## src/rtl/remote_cmd_sequencer.sv

```systemverilog
// IR remote key sequencer: repeat filter, key FIFO, and a BCD entry FSM that
// commits the typed number to a valid/ready consumer.
module remote_cmd_sequencer #(
  parameter int          DIGITS     = 4,
  parameter int          FIFO_DEPTH = 4,
  parameter logic [7:0]  KEY_OK     = 8'h12,
  parameter logic [7:0]  KEY_CLR    = 8'h10,
  parameter logic [15:0] HOLDOFF    = 16'd5000,
  parameter logic [23:0] TIMEOUT    = 24'd500000
) (
  input  logic                clk,
  input  logic                rst,
  input  logic [7:0]          key_code,
  input  logic                key_valid,
  output logic [4*DIGITS-1:0] cmd_value,
  output logic                cmd_valid,
  input  logic                cmd_ready,
  output logic [4*DIGITS-1:0] entry,
  output logic [2:0]          digit_cnt,
  output logic                key_drop,
  output logic                key_err,
  output logic                timeout
);

  localparam int CW = 4 * DIGITS;
  localparam int AW = $clog2(FIFO_DEPTH);

  typedef enum logic [1:0] {IDLE, ENTRY, COMMIT} state_t;

  function automatic logic [15:0] hold_sat_inc(input logic [15:0] cnt);
    return (cnt < HOLDOFF) ? cnt + 16'd1 : HOLDOFF;
  endfunction

  state_t          state, state_nxt;
  logic [7:0]      last_key;
  logic [15:0]     hold_cnt;
  logic [23:0]     idle_cnt, idle_nxt;
  logic [7:0]      fifo_mem [FIFO_DEPTH];
  logic [AW:0]     wr_ptr, rd_ptr;
  logic            empty, full, is_repeat, key_in, push, pop;
  logic [7:0]      pop_key;
  logic [CW-1:0]   entry_nxt, cmd_value_nxt;
  logic [2:0]      cnt_nxt;
  logic            cmd_valid_nxt, err_nxt, tmo_nxt;

  assign empty     = (wr_ptr == rd_ptr);
  assign full      = (wr_ptr[AW] != rd_ptr[AW]) && (wr_ptr[AW-1:0] == rd_ptr[AW-1:0]);
  assign is_repeat = (key_code == last_key) && (hold_cnt < HOLDOFF);
  assign key_in    = key_valid && !is_repeat;
  assign pop       = !empty && (state != COMMIT);
  // A full FIFO still accepts a key when the head leaves on the same edge.
  assign push      = key_in && (!full || pop);
  assign pop_key   = fifo_mem[rd_ptr[AW-1:0]];

  always_ff @(posedge clk) begin
    if (push) fifo_mem[wr_ptr[AW-1:0]] <= key_code;
  end

  always_ff @(posedge clk or posedge rst) begin
    if (rst) begin
      wr_ptr   <= '0;
      rd_ptr   <= '0;
      last_key <= 8'hFF;
      hold_cnt <= '0;
      key_drop <= 1'b0;
    end else begin
      if (push) wr_ptr <= wr_ptr + 1'b1;
      if (pop)  rd_ptr <= rd_ptr + 1'b1;
      if (key_in) begin
        last_key <= key_code;
        hold_cnt <= '0;
      end else begin
        hold_cnt <= hold_sat_inc(hold_cnt);
      end
      key_drop <= key_in && full && !pop;
    end
  end

  always_ff @(posedge clk or posedge rst) begin
    if (rst) state <= IDLE;
    else     state <= state_nxt;
  end

  always_comb begin
    state_nxt     = state;
    entry_nxt     = entry;
    cnt_nxt       = digit_cnt;
    cmd_value_nxt = cmd_value;
    cmd_valid_nxt = cmd_valid;
    idle_nxt      = idle_cnt;
    err_nxt       = 1'b0;
    tmo_nxt       = 1'b0;
    case (state)
      COMMIT: begin
        if (cmd_valid && cmd_ready) begin
          cmd_valid_nxt = 1'b0;
          entry_nxt     = '0;
          cnt_nxt       = '0;
          state_nxt     = IDLE;
        end
      end
      default: begin
        if (pop) begin
          idle_nxt = '0;
          if (pop_key <= 8'h09) begin
            if (digit_cnt < 3'(DIGITS)) begin
              entry_nxt = {entry[CW-5:0], pop_key[3:0]};
              cnt_nxt   = digit_cnt + 3'd1;
              state_nxt = ENTRY;
            end else begin
              err_nxt = 1'b1;
            end
          end else if (pop_key == KEY_CLR) begin
            entry_nxt = '0;
            cnt_nxt   = '0;
            state_nxt = IDLE;
          end else if (pop_key == KEY_OK) begin
            if (digit_cnt != 3'd0) begin
              cmd_value_nxt = entry;
              cmd_valid_nxt = 1'b1;
              state_nxt     = COMMIT;
            end else begin
              err_nxt = 1'b1;
            end
          end else begin
            err_nxt = 1'b1;
          end
        end else if (state == ENTRY) begin
          if (idle_cnt == TIMEOUT) begin
            entry_nxt = '0;
            cnt_nxt   = '0;
            state_nxt = IDLE;
            tmo_nxt   = 1'b1;
            idle_nxt  = '0;
          end else begin
            idle_nxt = idle_cnt + 24'd1;
          end
        end
      end
    endcase
  end

  always_ff @(posedge clk or posedge rst) begin
    if (rst) begin
      entry     <= '0;
      digit_cnt <= '0;
      cmd_value <= '0;
      cmd_valid <= 1'b0;
      idle_cnt  <= '0;
      key_err   <= 1'b0;
      timeout   <= 1'b0;
    end else begin
      entry     <= entry_nxt;
      digit_cnt <= cnt_nxt;
      cmd_value <= cmd_value_nxt;
      cmd_valid <= cmd_valid_nxt;
      idle_cnt  <= idle_nxt;
      key_err   <= err_nxt;
      timeout   <= tmo_nxt;
    end
  end

endmodule

```

## config.mk

```make
export PLATFORM = sky130hd
export DESIGN_NAME = remote_cmd_sequencer
export DESIGN_NICKNAME = d
export VERILOG_FILES = /design/src/rtl/remote_cmd_sequencer.sv
export SDC_FILE = /design/constraint.sdc
export NUM_CORES = 1
export LEC_CHECK = 0
export ABC_CLOCK_PERIOD_IN_PS = 2730
export BUFFER_PORTS_ARGS = -buffer_cell sky130_fd_sc_hd__clkbuf_2
export CELL_PAD_IN_SITES_DETAIL_PLACEMENT = 0
export CELL_PAD_IN_SITES_GLOBAL_PLACEMENT = 1
export CORE_ASPECT_RATIO = 0.9
export CORE_MARGIN = 4
export CORE_UTILIZATION = 44
export DETAILED_ROUTE_END_ITERATION = 10
export GPL_ROUTABILITY_DRIVEN = 0
export PLACE_DENSITY = 0.74
export SKIP_LAST_GASP = 1
export SYNTH_ARGS = -nofsm -noshare
export SYNTH_HDL_FRONTEND = slang
export SYNTH_SLANG_ARGS = --single-unit
export TNS_END_PERCENT = 10
```

## constraint.sdc

```tcl
create_clock -name clk -period 2.73 [get_ports clk]
set_input_delay 0.1365 -clock clk [delete_from_list [all_inputs] [get_ports clk]]
set_output_delay 0.1365 -clock clk [all_outputs]
set_load 0.01 [all_outputs]
```

Word level (Yosys, flattened, before mapping) --
Memory sizes are Yosys's and may differ from the RTL's. Index checks and enable logic that the tools add are counted.
Storage, ports and cells: input port bits 12, memories kept 1, register bits 95, memory bits (writable) 32
Memory list:
- fifo_mem | depth 4, width 8, read ports 1, clocked after Yosys merged registers in 0, write ports 1, line 38 | logic [7:0] fifo_mem [FIFO_DEPTH];
Operators by class: reductions and logical operators 25, bitwise gates (word level) 3, $add $sub $neg 5, muxes and demuxes 51, equality and inequality tests 17, magnitude comparators 3
Operator list (count):
- two-way mux 16 bit | 10
- two-way mux 24 bit | 3
- adder 24 x 1 -> 24 bit (second input constant) | 1
- == test 24 x 19 -> 1 bit (second input constant) | 1
- two-way mux 3 bit | 8
- two-way mux 1 bit | 20
- two-way mux 2 bit | 10
- AND reduction 6 bit | 3
- adder 16 x 1 -> 16 bit (second input constant) | 1
- == test 8 x 5 -> 1 bit (second input constant) | 2
- < comparator 16 x 13 -> 1 bit (second input constant) | 1
- inequality test 5 x 1 -> 1 bit (second input constant) | 2
- adder 3 x 1 -> 3 bit (second input constant) | 3
- nonzero test 3 bit | 3
- == test 8 bit | 1
- <= comparator 8 x 4 -> 1 bit (second input constant) | 1
- logical AND 1 bit | 8
- nonzero test 2 bit | 4
- AND reduction 5 bit | 1
- logical NOT 1 bit | 4
- inequality test 2 x 1 -> 1 bit (second input constant) | 2
- inequality test 2 bit (second input constant) | 2
- inequality test 4 x 1 -> 1 bit (second input constant) | 1
- inequality test 4 x 2 -> 1 bit (second input constant) | 1
- 9 further kinds | 11

Longest topological paths before layout --
depth after elaboration 7, gate-level depth with buffers 9

Least setup slack after synthesis --
No wires, ideal clock.
kind register to register, start register rd_ptr[0], end register cmd_value[0], stages on the path, launching flop included 7, arrival 2.583 ns, setup slack 0.019 ns, buffers on the path 2, library setup time 0.128 ns, period minus slack after synthesis 2.711 ns, path through dfrtp_1 -> buf_2 -> mux4_2 -> or3_1 -> nor4_4 -> buf_4 -> mux2_1
On the way: word-level cells in the longest chain between the ends 4, elaborated cells between the ends (all ways) 10, classes of those cells order compare (1); eq/ne (3); bitwise (2); reduce/logical (3); memory (1)
RTL lines:
- start, declared | line 39 | logic [AW:0] wr_ptr, rd_ptr;
- start signal, assigned | line 68 | if (pop) rd_ptr <= rd_ptr + 1'b1;
- memory (4 x 8 bit) or == test 3 bit (tied branches)
- <= comparator 8 x 4 -> 1 bit, or another cell as far along | line 105 | if (pop_key <= 8'h09) begin
- NOT 1 bit (no source line) or logical AND 1 bit (tied branches)
- AND reduction 6 bit (no source line) *
- end signal, assigned | line 155 | cmd_value <= cmd_value_nxt;
- end, declared | line 15 | output logic [4*DIGITS-1:0] cmd_value,
Every way passes the cells marked *; elsewhere a longest branch is shown, timed or not. A chain may end at the register's enable or synchronous reset.

Final worst setup path --
start register rd_ptr[0], end register entry[5]
On the way: word-level cells in the longest chain between the ends 5, elaborated cells between the ends (all ways) 14, classes of those cells order compare (1); eq/ne (4); mux (3); reduce/logical (5); memory (1)
RTL lines:
- parallel branches: the longest is 5 deep, another holds memory (4 x 8 bit)
- end signal, assigned | line 153 | entry <= entry_nxt;
- end, declared | line 18 | output logic [4*DIGITS-1:0] entry,
Parallel ways; which one is timed is not known.

==> flow_summary.yaml <==
status:
  outcome: "finished, final reports clean"
hold_path:
  hp-class: "primary input to flip-flop"
  hold_end: "fifo_mem[2][0]"
  worstHoldStart: "key_code[0]"
  whs_path_depth: 1
global_route:
  grt_pass1_vias: 3538
  antenna_found_initial: 0
  grtUsageTotal_pct: 16.13
  grt_pass1_wl_mm: 18.40
  gr-total-overflow: 0
  grt_max_degree: 44
sta:
  period_share_pct: 93.83
  relSlewSlack_pct: 36.16
  skew_ps: 6.328
  rsz0062_at_grt: "no"
  tightest_slew_ps: 957.6
  hold_viol_final: 0
  max_freq_mhz: 390.4
  slew_violations: 0
  tns_ps: 0
  fin_crit_ps: 2562
  finalSetupViolCount: 0
routing:
  drt_iter0_drc: 161
  route.detailed.drc: 0
  dr.pass1.iters: 4
  ant_nets: 0
  wl_per_cell_um: 15.93
  route.vias.total: 3510
  vias_per_cell: 5.154
  routed_wl_mm: 10.85
floorplan:
  die_w_um: 126.4
  coreArea_sq_um: 12170
  ioPinCount: 51
  row_count: 38
  die_area_sq_um: 14470
  start_util_pct: 45.57
  die_y_um: 114.5
critical_path:
  cp-end-kind: "flip-flop"
  crit_fanout: 17
  reg2reg_to: "entry[5]"
  startpoint_type: "flip-flop"
  timing.rr.start: "rd_ptr[0]"
  cp.arrival_ps: 2910
  reg2reg_depth: 8
  r2r_slack_ps: 170
  crit_type: "flip-flop to flip-flop"
  critPathRequiredTime_ps: 3080
logic_synthesis:
  synth.distinct_cells: 51
  ys_async_sr_fraction_pct: 74.80
  syn_inst: 430
  synth.yosys.warnings: 0
  ys_seq_area_share_pct: 60.37
  ys_seq_elements: 127
  dominantRegCellSynth: "dfrtp_1"
  synth-edff-count: 32
  syn_area_per_cell_sq_um: 12.90
  synth.cell_area_sq_um: 5547
finish:
  insertedDiodeCount: 0
  area_delta_synth_final_pct: 21.00
  drive_gt1_share_pct: 25.91
  layout.nets: 530
  fin_util_pct: 55.14
clock_tree:
  cts_setup_buffers: 0
  clock_path_buffers: 2
  cts_root_buffer: "clkbuf_16"
  cts_buffers: 17
  clk_pin_slew_worst_paths_ps: 50
  cts_tree: "done"
  cts.sinks: 127
  clk_latency_ps: 410
  cts-htree-levels: 4
job:
  maxCapViolations: 0
power:
  power_density_nw_per_um2: 937.5
  vdd_drop_max_uv: 586.4
  leakagePower_uw: 0.002963
place:
  dpl.hpwl_mm: 7.478
  io_buffers: 50
## cell usage in the layout (no fill, tap or decap), types with 3 or more instances in the layout
cell           count
ha_1              10
nor2_1            41
nor4b_1            3
xor2_1            39
clkinv_1           3
a22o_1            18
clkinv_4           4
and3_1            10
a21oi_1           12
dfstp_2            8
nand3_1           23
mux4_2             6
mux2_1             9
nor4_1             3
nor3_1             8
nand2_1           24
buf_4             12
clkbuf_16         17
o21ai_0            3
clkbuf_2          50
o22ai_1            3
mux2_2            15
and4_1             4
xnor2_1            8
dlygate4sd3_1      5
edfxtp_1          32
nand4_1            7
inv_1             13
clkinvlp_4         3
conb_1             3
dfrtp_1           87
## through the flow
step	total power [uW]	hold slack, ps	worst slack, ps	instance area, sq um	cells
after floorplan	3566	221.3	19.36	5554	432
after global placement	4122	275.5	183.9	6088	644
after detailed placement	4162	282.9	151.8	6088	644
after CTS	6349	2.714	124.9	6710	681
after global routing	6641	7.491	53.87	6711	681
final	6292	24.36	168.5	6711	681
## final cells by class
cell class	count	area (sq um)
fill	1038	5460
multi-input combinational	279	2107
inverter	14	53.80
tap	160	200.2
sequential	127	3348
timing repair buffer	69	430.4
clock inverter	14	142.6
clock buffer	18	429.2
## power by group
group / switching (uW) / internal (uW)
clock network: 821 / 1340
registers: 236 / 2250
logic: 953 / 696
## critical path, cell delays in order (launching register included)
cell	delay, ps
dfrtp_1	480
buf_4	210
mux4_2	580
o21a_1	230
o31ai_1	340
nand2_1	180
nand2_1	100
buf_4	210
a22o_1	160
## cell families after synthesis
group                    Yosys count  share of synthesized area, %
AO/OA/AOI/OAI                     51                         7.377
adder cells (fa/ha/maj)           10                         2.256
other                              1                       0.06761
XOR/XNOR                          47                         7.422
multiplexers                      34                         8.211
flip-flops                       127                         60.37
buffers and inverters             26                         2.030
AND/OR/NAND/NOR                  134                         12.27
## routing by layer
layer	vias to the layer above	track usage [%]	routed length (um)
met3	10	4.338	399
met2	55	24.65	5033
li1	1700	-	-
met4	0	5.790	95
met1	1745	22.30	5317
met5	-	0	0
## repair_timing
action,4_1_cts,5_1_grt
resized for setup,0,1
endpoints found under the setup margin,0,1
endpoints found under the hold margin,46,0
hold buffers,5,0
## synth_stat cells, drive strengths merged (2+ instances only)
master | count | share of area [%]
o31ai | 3 | 0.41
ha | 10 | 2.3
edfxtp | 32 | 17
dfrtp | 87 | 39
nor3 | 8 | 0.72
xnor2 | 8 | 1.3
xor2 | 39 | 6.2
mux4 | 6 | 2.4
a22oi | 2 | 0.27
nor2b | 2 | 0.23
nor2 | 41 | 2.8
and3 | 11 | 1.2
inv | 14 | 0.95
a22o | 18 | 2.8
nand2 | 24 | 1.6
nand4 | 7 | 0.79
and4 | 4 | 0.63
o21ai | 3 | 0.27
a21oi | 12 | 1.1
nor4 | 5 | 0.95
clkbuf | 7 | 0.47
mux2i | 2 | 0.36
buf | 5 | 0.61
nor4b | 3 | 0.47
mux2 | 26 | 5.4
o22ai | 3 | 0.34
dfstp | 8 | 3.8
nand3 | 23 | 2.1
## registers in the layout (all words and copies together), names as in the netlist
signal and flops:
key_err 1, entry 16, state 2, rd_ptr 3, hold_cnt 16, idle_cnt 24
key_drop 1, wr_ptr 3, digit_cnt 3, last_key 8, cmd_valid 1, cmd_value 16
timeout 1, fifo_mem 32
## how the worst max path moves through the flow
stage / from / endpoint / slack, ps
floorplan: rd_ptr[0] / cmd_value[0] / 20
global placement: hold_cnt[4] / wr_ptr[2] / 180
detailed placement: hold_cnt[6] / wr_ptr[2] / 150
CTS: hold_cnt[6] / wr_ptr[2] / 120
global route: rd_ptr[0] / entry[8] / 50
finish: rd_ptr[0] / entry[5] / 170
Power figures use the tool's default switching activity.
